[src/rtl/uart_tx_arbiter.sv]
// Round-robin arbiter that grants one byte-wide requester at a time and serializes its byte
// as a 10-bit UART frame (start, 8 data bits MSB first, stop) on a shared TX line.
module uart_tx_arbiter #(
   parameter int unsigned N_REQ        = 4,
   parameter int unsigned CLKS_PER_BIT = 16
) (
   input  logic                     clk,
   input  logic                     rst_n,
   input  logic [N_REQ-1:0]         req,
   input  logic [8*N_REQ-1:0]       req_data,
   output logic [N_REQ-1:0]         gnt,
   output logic [$clog2(N_REQ)-1:0] owner,
   output logic                     busy,
   output logic                     tx
);

   localparam int unsigned IdxW = $clog2(N_REQ);
   localparam int unsigned CntW = $clog2(CLKS_PER_BIT);

   typedef enum logic [1:0] {StIdle, StStart, StData, StStop} state_e;

   state_e            state_q;
   logic [IdxW-1:0]   ptr_q;
   logic [7:0]        shift_q;
   logic [CntW-1:0]   baud_q;
   logic [2:0]        bit_q;
   logic [N_REQ-1:0]  gnt_q;
   logic [IdxW-1:0]   owner_q;
   logic              busy_q;
   logic              tx_q;

   logic              found;
   logic [IdxW-1:0]   sel;
   logic [IdxW-1:0]   cand;
   logic [IdxW-1:0]   ptr_next;
   logic              baud_last;

   // First set request scanning upward from ptr_q, wrapping at N_REQ.
   always_comb begin
      found = 1'b0;
      sel   = '0;
      cand  = '0;
      for (int unsigned k = 0; k < N_REQ; k++) begin
         cand = IdxW'((32'(ptr_q) + k) % N_REQ);
         if (!found && req[cand]) begin
            found = 1'b1;
            sel   = cand;
         end
      end
   end

   assign ptr_next  = (sel == IdxW'(N_REQ - 1)) ? '0 : sel + IdxW'(1);
   assign baud_last = (baud_q == CntW'(CLKS_PER_BIT - 1));

   always_ff @(posedge clk) begin
      if (!rst_n) begin
         state_q <= StIdle;
         ptr_q   <= '0;
         shift_q <= '0;
         baud_q  <= '0;
         bit_q   <= '0;
         gnt_q   <= '0;
         owner_q <= '0;
         busy_q  <= 1'b0;
         tx_q    <= 1'b1;
      end else begin
         gnt_q <= '0;
         unique case (state_q)
            StIdle: begin
               tx_q   <= 1'b1;
               busy_q <= 1'b0;
               if (found) begin
                  gnt_q   <= {{(N_REQ-1){1'b0}}, 1'b1} << sel;
                  owner_q <= sel;
                  shift_q <= req_data[{sel, 3'b000} +: 8];
                  ptr_q   <= ptr_next;
                  tx_q    <= 1'b0;
                  busy_q  <= 1'b1;
                  baud_q  <= '0;
                  bit_q   <= '0;
                  state_q <= StStart;
               end
            end
            StStart: begin
               if (baud_last) begin
                  baud_q  <= '0;
                  tx_q    <= shift_q[7];
                  state_q <= StData;
               end else begin
                  baud_q <= baud_q + CntW'(1);
               end
            end
            StData: begin
               if (baud_last) begin
                  baud_q <= '0;
                  if (bit_q == 3'd7) begin
                     tx_q    <= 1'b1;
                     state_q <= StStop;
                  end else begin
                     // shift_q[7] is the bit on the line, so the next one sits at [6].
                     bit_q   <= bit_q + 3'd1;
                     shift_q <= {shift_q[6:0], 1'b0};
                     tx_q    <= shift_q[6];
                  end
               end else begin
                  baud_q <= baud_q + CntW'(1);
               end
            end
            StStop: begin
               if (baud_last) begin
                  baud_q  <= '0;
                  busy_q  <= 1'b0;
                  state_q <= StIdle;
               end else begin
                  baud_q <= baud_q + CntW'(1);
               end
            end
            default: state_q <= StIdle;
         endcase
      end
   end

   assign gnt   = gnt_q;
   assign owner = owner_q;
   assign busy  = busy_q;
   assign tx    = tx_q;

endmodule

[config.mk]
export PLATFORM = sky130hd
export DESIGN_NAME = uart_tx_arbiter
export DESIGN_NICKNAME = d
export VERILOG_FILES = /design/src/rtl/uart_tx_arbiter.sv
export SDC_FILE = /design/constraint.sdc
export NUM_CORES = 1
export LEC_CHECK = 0
export CAP_MARGIN = 10
export CORE_MARGIN = 1.5
export CORE_UTILIZATION = 53
export CTS_BUF_LIST = sky130_fd_sc_hd__clkbuf_2
export DETAILED_ROUTE_END_ITERATION = 16
export DONT_BUFFER_PORTS = 1
export PLACE_DENSITY = 0.71
export SETUP_SLACK_MARGIN = 0.5
export SYNTH_ARGS = -nofsm -noshare
export SYNTH_HDL_FRONTEND = slang
export SYNTH_SLANG_ARGS = --single-unit
[constraint.sdc]
create_clock -name clk -period 1.84 [get_ports clk]
set_input_delay 0.46 -clock clk [delete_from_list [all_inputs] [get_ports clk]]
set_output_delay 0.46 -clock clk [all_outputs]
set_load 0.01 [all_outputs]
==> results.py, run 1 <==
metrics = {
    "logic_synthesis": {
        "synth_nets": 241,
        "synth_top_area_share_pct": 30.6,
        "synthFlopType": "dfxtp_1",
        "synthArstFlopShare_pct": 0,
        "synth_area_leaders": "dfxtp_1 31%, mux2i_1 9.6%, o221ai_2 6.0%",
        "synth_largest_area_cell": "dfxtp_1",
        "synth_edf_count": 0,
        "netlist_area_um2": 1760,
        "netlist_top_cells_count": "27 x dfxtp_1, 20 x nor2_1, 17 x mux2i_1",
        "synth_warnings": 0,
        "ys_seq_area_share_pct": 30.6,
        "synth_most_common_cell": "dfxtp_1",
        "synthDistinctLibCells": 50,
        "syn_area_per_cell_um2": 9.00,
        "ys_ff_latch": 27,
        "syn_inst": 196,
    },
    "cells_and_area": {
        "design_area_um2": 2520,
        "drive_above_1_share_pct": 56.3,
        "register_area_um2": 557,
        "fillers": 196,
        "n_antenna_cell": 0,
        "nNetsFinal": 275,
        "syn2layout_area_growth_pct": 42.9,
        "instances_no_fill": 273,
        "multiInputGateArea_um2": 1500,
        "final_core_util_pct": 81.3,
    },
    "floorplan": {
        "rows": 20,
        "die_w_um": 60.7,
        "die_h_um": 60.7,
        "ios": 46,
        "die_area_um2": 3680,
        "initial_core_util_pct": 56.9,
        "core_um2": 3100,
    },
    "clock_tree": {
        "cts.sinks": 27,
        "cts.clk_slew.worst_paths_ns": 0.25,
        "cts_root_buf": "clkbuf_2",
        "cts_tree": "yes",
        "insertion_delay_ns": 0.39,
        "clockBufferDepth": 2,
        "ctsHoldBuffers": 0,
        "h-tree-depth": 1,
        "numCtsBuffers": 3,
    },
    "sta": {
        "finClkSkew_ns": 0.00514,
        "setup_viol": 0,
        "maxSlewViolCount": 0,
        "final_hold_viol_count": 0,
        "max-slew-margin-rel_pct": 67.3,
        "rsz0062_at_grt": "true",
        "finalSetupTns_ns": 0,
        "worst_slack_ns": 0.0939,
        "worst_slew_pin_slew_ns": 0.490,
        "fin_crit_ns": 1.75,
        "period_share_pct": 94.9,
        "fmax_ghz": 0.573,
        "hold_ws_ns": 0.121,
    },
    "worst_setup_path": {
        "crit_start": "baud_q[0]",
        "crit_slowest_cell": "or3_4",
        "crit_chain": "ha_4 > nand3_4 > buf_6 > or3_4 > nor2_4 > nor2_1 > a311oi_1",
        "critical_path_class": "flip-flop to flip-flop",
        "crit_fanout": 5,
        "reg2reg_slack_ns": 0.09,
        "worstPathRequired_ns": 2.16,
        "end_kind": "flip-flop",
        "start_kind": "flip-flop",
        "cp_data_arrival_time_ns": 2.06,
        "rr_startpoint": "baud_q[0]",
        "slowest_delay_ns": 0.43,
    },
    "drt": {
        "postRouteAntennaNets": 0,
        "wl_um": 5200,
        "met3RoutedLength_um": 344,
        "wl_met1_um": 2090,
        "initialDrtViolationCount": 86,
        "drc": 0,
        "highest_layer": "met4",
        "drt_pass1_iterations": 4,
        "vias": 1703,
        "wl_met2_um": 2660,
        "wl_per_cell_um": 19.0,
        "avgViaCountPerCell": 6.24,
    },
    "global_routing": {
        "grt_max_degree": 17,
        "grt_pass1_wl_um": 6980,
        "grt_pass1_vias": 1533,
        "grt.overflow.total": 0,
        "antenna_found_initial": 0,
        "track_usage_pct": 25.2,
    },
    "power": {
        "leakagePower_nw": 0.951,
        "ir_drop_uv": 1140,
        "power_mw": 3.64,
        "power.density_nw_per_um2": 1440,
    },
    "placement": {
        "dp.final_hpwl_um": 2940,
        "gp_congestion": 0.861,
        "place_area_um2": 1970,
        "portBuffers": 0,
        "post-place-ws_ns": -0.0639,
        "dp.cells": 245,
    },
    "min_path": {
        "worstHoldStart": "rst_n",
        "hold_path.class": "primary input to flip-flop",
    },
    "outcome": {
        "status": "finished, final reports clean",
    },
    "flow_run": {
        "cap_violations": 0,
    },
}
-- registers in the layout, indices dropped and copies added, names as in the netlist --
name	count
bit_q	3
gnt	4
shift_q	8
tx	1
owner	2
state_q	2
ptr_q	2
busy	1
baud_q	4
-- power by group --
part	leakage [nW]	switching (mW)	internal, mW	total [mW]
logic	0.709	1.23	1.20	2.43
clock network	0.0166	0.185	0.0572	0.242
registers	0.226	0.179	0.790	0.969
total	0.951	1.59	2.05	3.64
-- repair_timing --
action,in CTS,in global routing
resized for setup,40,49
pin swaps,16,21
setup endpoints to repair,25,27
setup buffers,16,7
cloned,1,0
-- cell usage in the layout, fill, tap and decap left out, types with 4 or more instances in the layout --
master     n
o21ai_1    4
nor2_1    13
nand2_1    7
a21oi_1   10
buf_4     29
ha_4       5
o221ai_2   7
o21ai_0    5
nand2_2    4
buf_6      8
mux2i_2    4
mux2i_1   11
nor2_2     5
inv_1      6
nor2_4     4
dfxtp_2    7
clkbuf_2   4
dfxtp_1   18
-- worst paths after layout --
kind | end | cells after the start
setup / recovery | bit_q[0] | 7
hold / removal | tx | 1
setup reg to reg | bit_q[0] | 7
hold reg to reg | owner[0] | 2
-- cell type report --
cell class                 count  share of cell area (%)
timing repair buffer          39                    13.6
sequential                    27                    22.1
tap                           44                    2.18
multi-input combinational    150                    59.3
inverter                       9                    2.03
clock buffer                   4                   0.794
-- metal layers --
metal,GRT usage [%],vias to the layer above
li1,-,798
met5,0,-
met1,31.4,821
met4,9.94,0
met3,2.99,11
met2,44.1,73
-- kinds of logic (layout without fill, tap and decap cells) --
logic type                 after synthesis  in the layout  synth area share, %
adders and majority gates                7              7                 4.96
and+or+nand+nor                         71             71                 23.1
muxes                                   17             17                 9.65
DFF                                     27             27                 30.6
AOI/OAI and AO/OA                       53             54                 23.8
buffers and inverters                   20             52                 7.38
xor gates and xnor gates                 1              1                0.497
-- critical path: cells and delay by family, from the launching register on --
| kind | cells | cell delay [ns] |
|---|---|---|
| compound gates | 1 | 0.23 |
| flops | 1 | 0.41 |
| buf+inv | 1 | 0.14 |
| fa+ha+maj | 1 | 0.16 |
| simple gates | 4 | 0.73 |
No activity file was read; power rests on OpenSTA's default activity.
==> run 2: changes to the inputs <==
Settings changed: CORE_MARGIN 1.5 to 8.
==> results.py, run 2 (synthesis results as in run 1) <==
metrics = {
    "floorplan": {
        "initial_core_util_pct": 54.1,
        "die_h_um": 73.7,
        "core_um2": 3260,
        "die_w_um": 73.7,
        "rows": 21,
        "ios": 46,
        "die_area_um2": 5430,
    },
    "drt": {
        "initialDrtViolationCount": 72,
        "vias": 1675,
        "drt_pass1_iterations": 4,
        "postRouteAntennaNets": 0,
        "wl_um": 5240,
        "wl_per_cell_um": 19.0,
        "avgViaCountPerCell": 6.07,
        "drc": 0,
    },
    "clock_tree": {
        "clockBufferDepth": 2,
        "ctsHoldBuffers": 0,
        "h-tree-depth": 1,
        "cts_root_buf": "clkbuf_2",
        "numCtsBuffers": 3,
        "cts.clk_slew.worst_paths_ns": 0.26,
        "cts_tree": "yes",
        "cts.sinks": 27,
        "insertion_delay_ns": 0.38,
    },
    "global_routing": {
        "grt.overflow.total": 0,
        "grt_pass1_wl_um": 7720,
        "grt_pass1_vias": 1653,
        "antenna_found_initial": 0,
        "grt_max_degree": 16,
        "track_usage_pct": 17.7,
    },
    "worst_setup_path": {
        "worstPathRequired_ns": 2.13,
        "start_kind": "flip-flop",
        "crit_slowest_cell": "dfxtp_2",
        "cp.depth": 6,
        "path_buf_inv": 1,
        "crit_start": "ptr_q[0]",
        "slowest_delay_ns": 0.40,
        "rr_startpoint": "ptr_q[0]",
        "cp_top_family": "simple AND/OR/NAND/NOR gates",
        "critical_path_class": "flip-flop to flip-flop",
        "reg2reg_depth": 6,
        "regToRegEndpoint": "shift_q[3]",
        "reg2reg_slack_ns": 0.11,
        "crit_chain": "and2b_2 > nor4b_4 > nor2_4 > buf_12 > mux2i_2 > o221ai_2",
        "cp_data_arrival_time_ns": 2.02,
        "crit_fanout": 15,
        "end_kind": "flip-flop",
    },
    "sta": {
        "worst_slew_pin_slew_ns": 0.594,
        "maxSlewViolCount": 0,
        "fmax_ghz": 0.579,
        "max-slew-margin-rel_pct": 60.3,
        "setup_viol": 0,
        "fin_crit_ns": 1.73,
        "final_hold_viol_count": 0,
        "period_share_pct": 93.9,
        "finClkSkew_ns": 0.0114,
        "rsz0062_at_grt": "true",
        "hold_ws_ns": 0.121,
    },
    "cells_and_area": {
        "final_core_util_pct": 78.2,
        "regMostFlops": "shift_q",
        "instances_no_fill": 276,
        "n_antenna_cell": 0,
        "drive_above_1_share_pct": 57.4,
        "nNetsFinal": 276,
        "final_common_cell": "buf_4",
        "largest_register_ffs": 8,
        "mostFrequentLayoutCells": "28 x buf_4, 15 x dfxtp_1, 14 x mux2i_1, 13 x nor2_1",
        "syn2layout_area_growth_pct": 44.5,
    },
    "placement": {
        "gp_congestion": 0.913,
        "portBuffers": 0,
        "dp.final_hpwl_um": 3270,
        "dp.cells": 247,
    },
    "flow_run": {
        "cap_violations": 0,
    },
    "power": {
        "power.density_nw_per_um2": 1480,
        "ir_drop_uv": 1160,
        "leakagePower_nw": 0.957,
    },
    "min_path": {
        "hold_path.class": "primary input to flip-flop",
        "worstHoldStart": "rst_n",
        "hold_depth": 1,
        "hold_path_end": "tx",
    },
    "outcome": {
        "status": "finished, final reports clean",
    },
}
run 2: changes by cell type in the layout (fill, tap and decap cells not counted), moves of 3 or more:
cell	change
a21oi_2	+4
a21oi_1	-3
mux2i_1	+3
dfxtp_1	-3
dfxtp_2	+3
run 2: layout make-up:
cell class                 count  area, um^2
inverter                       9        51.3
timing repair buffer          41         378
multi-input combinational    149        1480
clock buffer                   3        15.0
clock inverter                 1        5.00
sequential                    27         561
fill                         226         709
tap                           46        57.6
run 2: repair_timing:
| item | in CTS | in global routing |
|---|---|---|
| resized for setup | 45 | 46 |
| buffers inserted | 17 | 8 |
| pin swaps | 21 | 17 |
| endpoints found under the hold margin | 0 | 0 |
| endpoints found under the setup margin | 25 | 30 |
| cloned | 0 | 0 |
run 2: where the power goes:
group          internal, mW  total, mW  leakage, nW  switching [mW]
Sequential            0.798      0.982        0.226           0.184
Combinational          1.29       2.55        0.715            1.26
Clock                0.0492      0.235       0.0164           0.186
Total                  2.14       3.76        0.957            1.62
run 2: routing by layer:
layer / vias up / routed length [um] / part of all wire [%] / global-route usage [%]
li1: 798 / - / - / -
met1: 805 / 2010 / 38 / 20.0
met2: 57 / 2720 / 52 / 32.1
met3: 15 / 349 / 6.7 / 3.82
met4: 0 / 159 / 3.0 / 5.10
met5: - / 0 / 0 / 0
run 2: worst register-to-register path, stage by stage (launching register included):
cell and delay, ns:
dfxtp_2 0.40, and2b_2 0.26, nor4b_4 0.39, nor2_4 0.09, buf_12 0.17, mux2i_2 0.20
o221ai_2 0.13
run 2: per-stage QoR:
stage	cell area (um^2)	total power, mW	setup TNS (ns)	worst slack (ns)
3_5_place_dp	1970	2.55	-0.112	-0.0260
5_1_grt	2550	4.02	0	0.0126
2_1_floorplan	1890	2.29	0	0.0579
6_report	2550	3.76	0	0.113
4_1_cts	2310	3.29	0	0.142
3_3_place_gp	1970	2.50	0	0.00422
run 2: worst max-delay path by stage:
stage                             to  slack, ns
after detailed placement  shift_q[3]      -0.03
after global placement    shift_q[2]      0.004
after global routing      shift_q[1]       0.01
final                     shift_q[3]       0.11
after CTS                 shift_q[3]       0.14
after floorplan           shift_q[2]       0.06
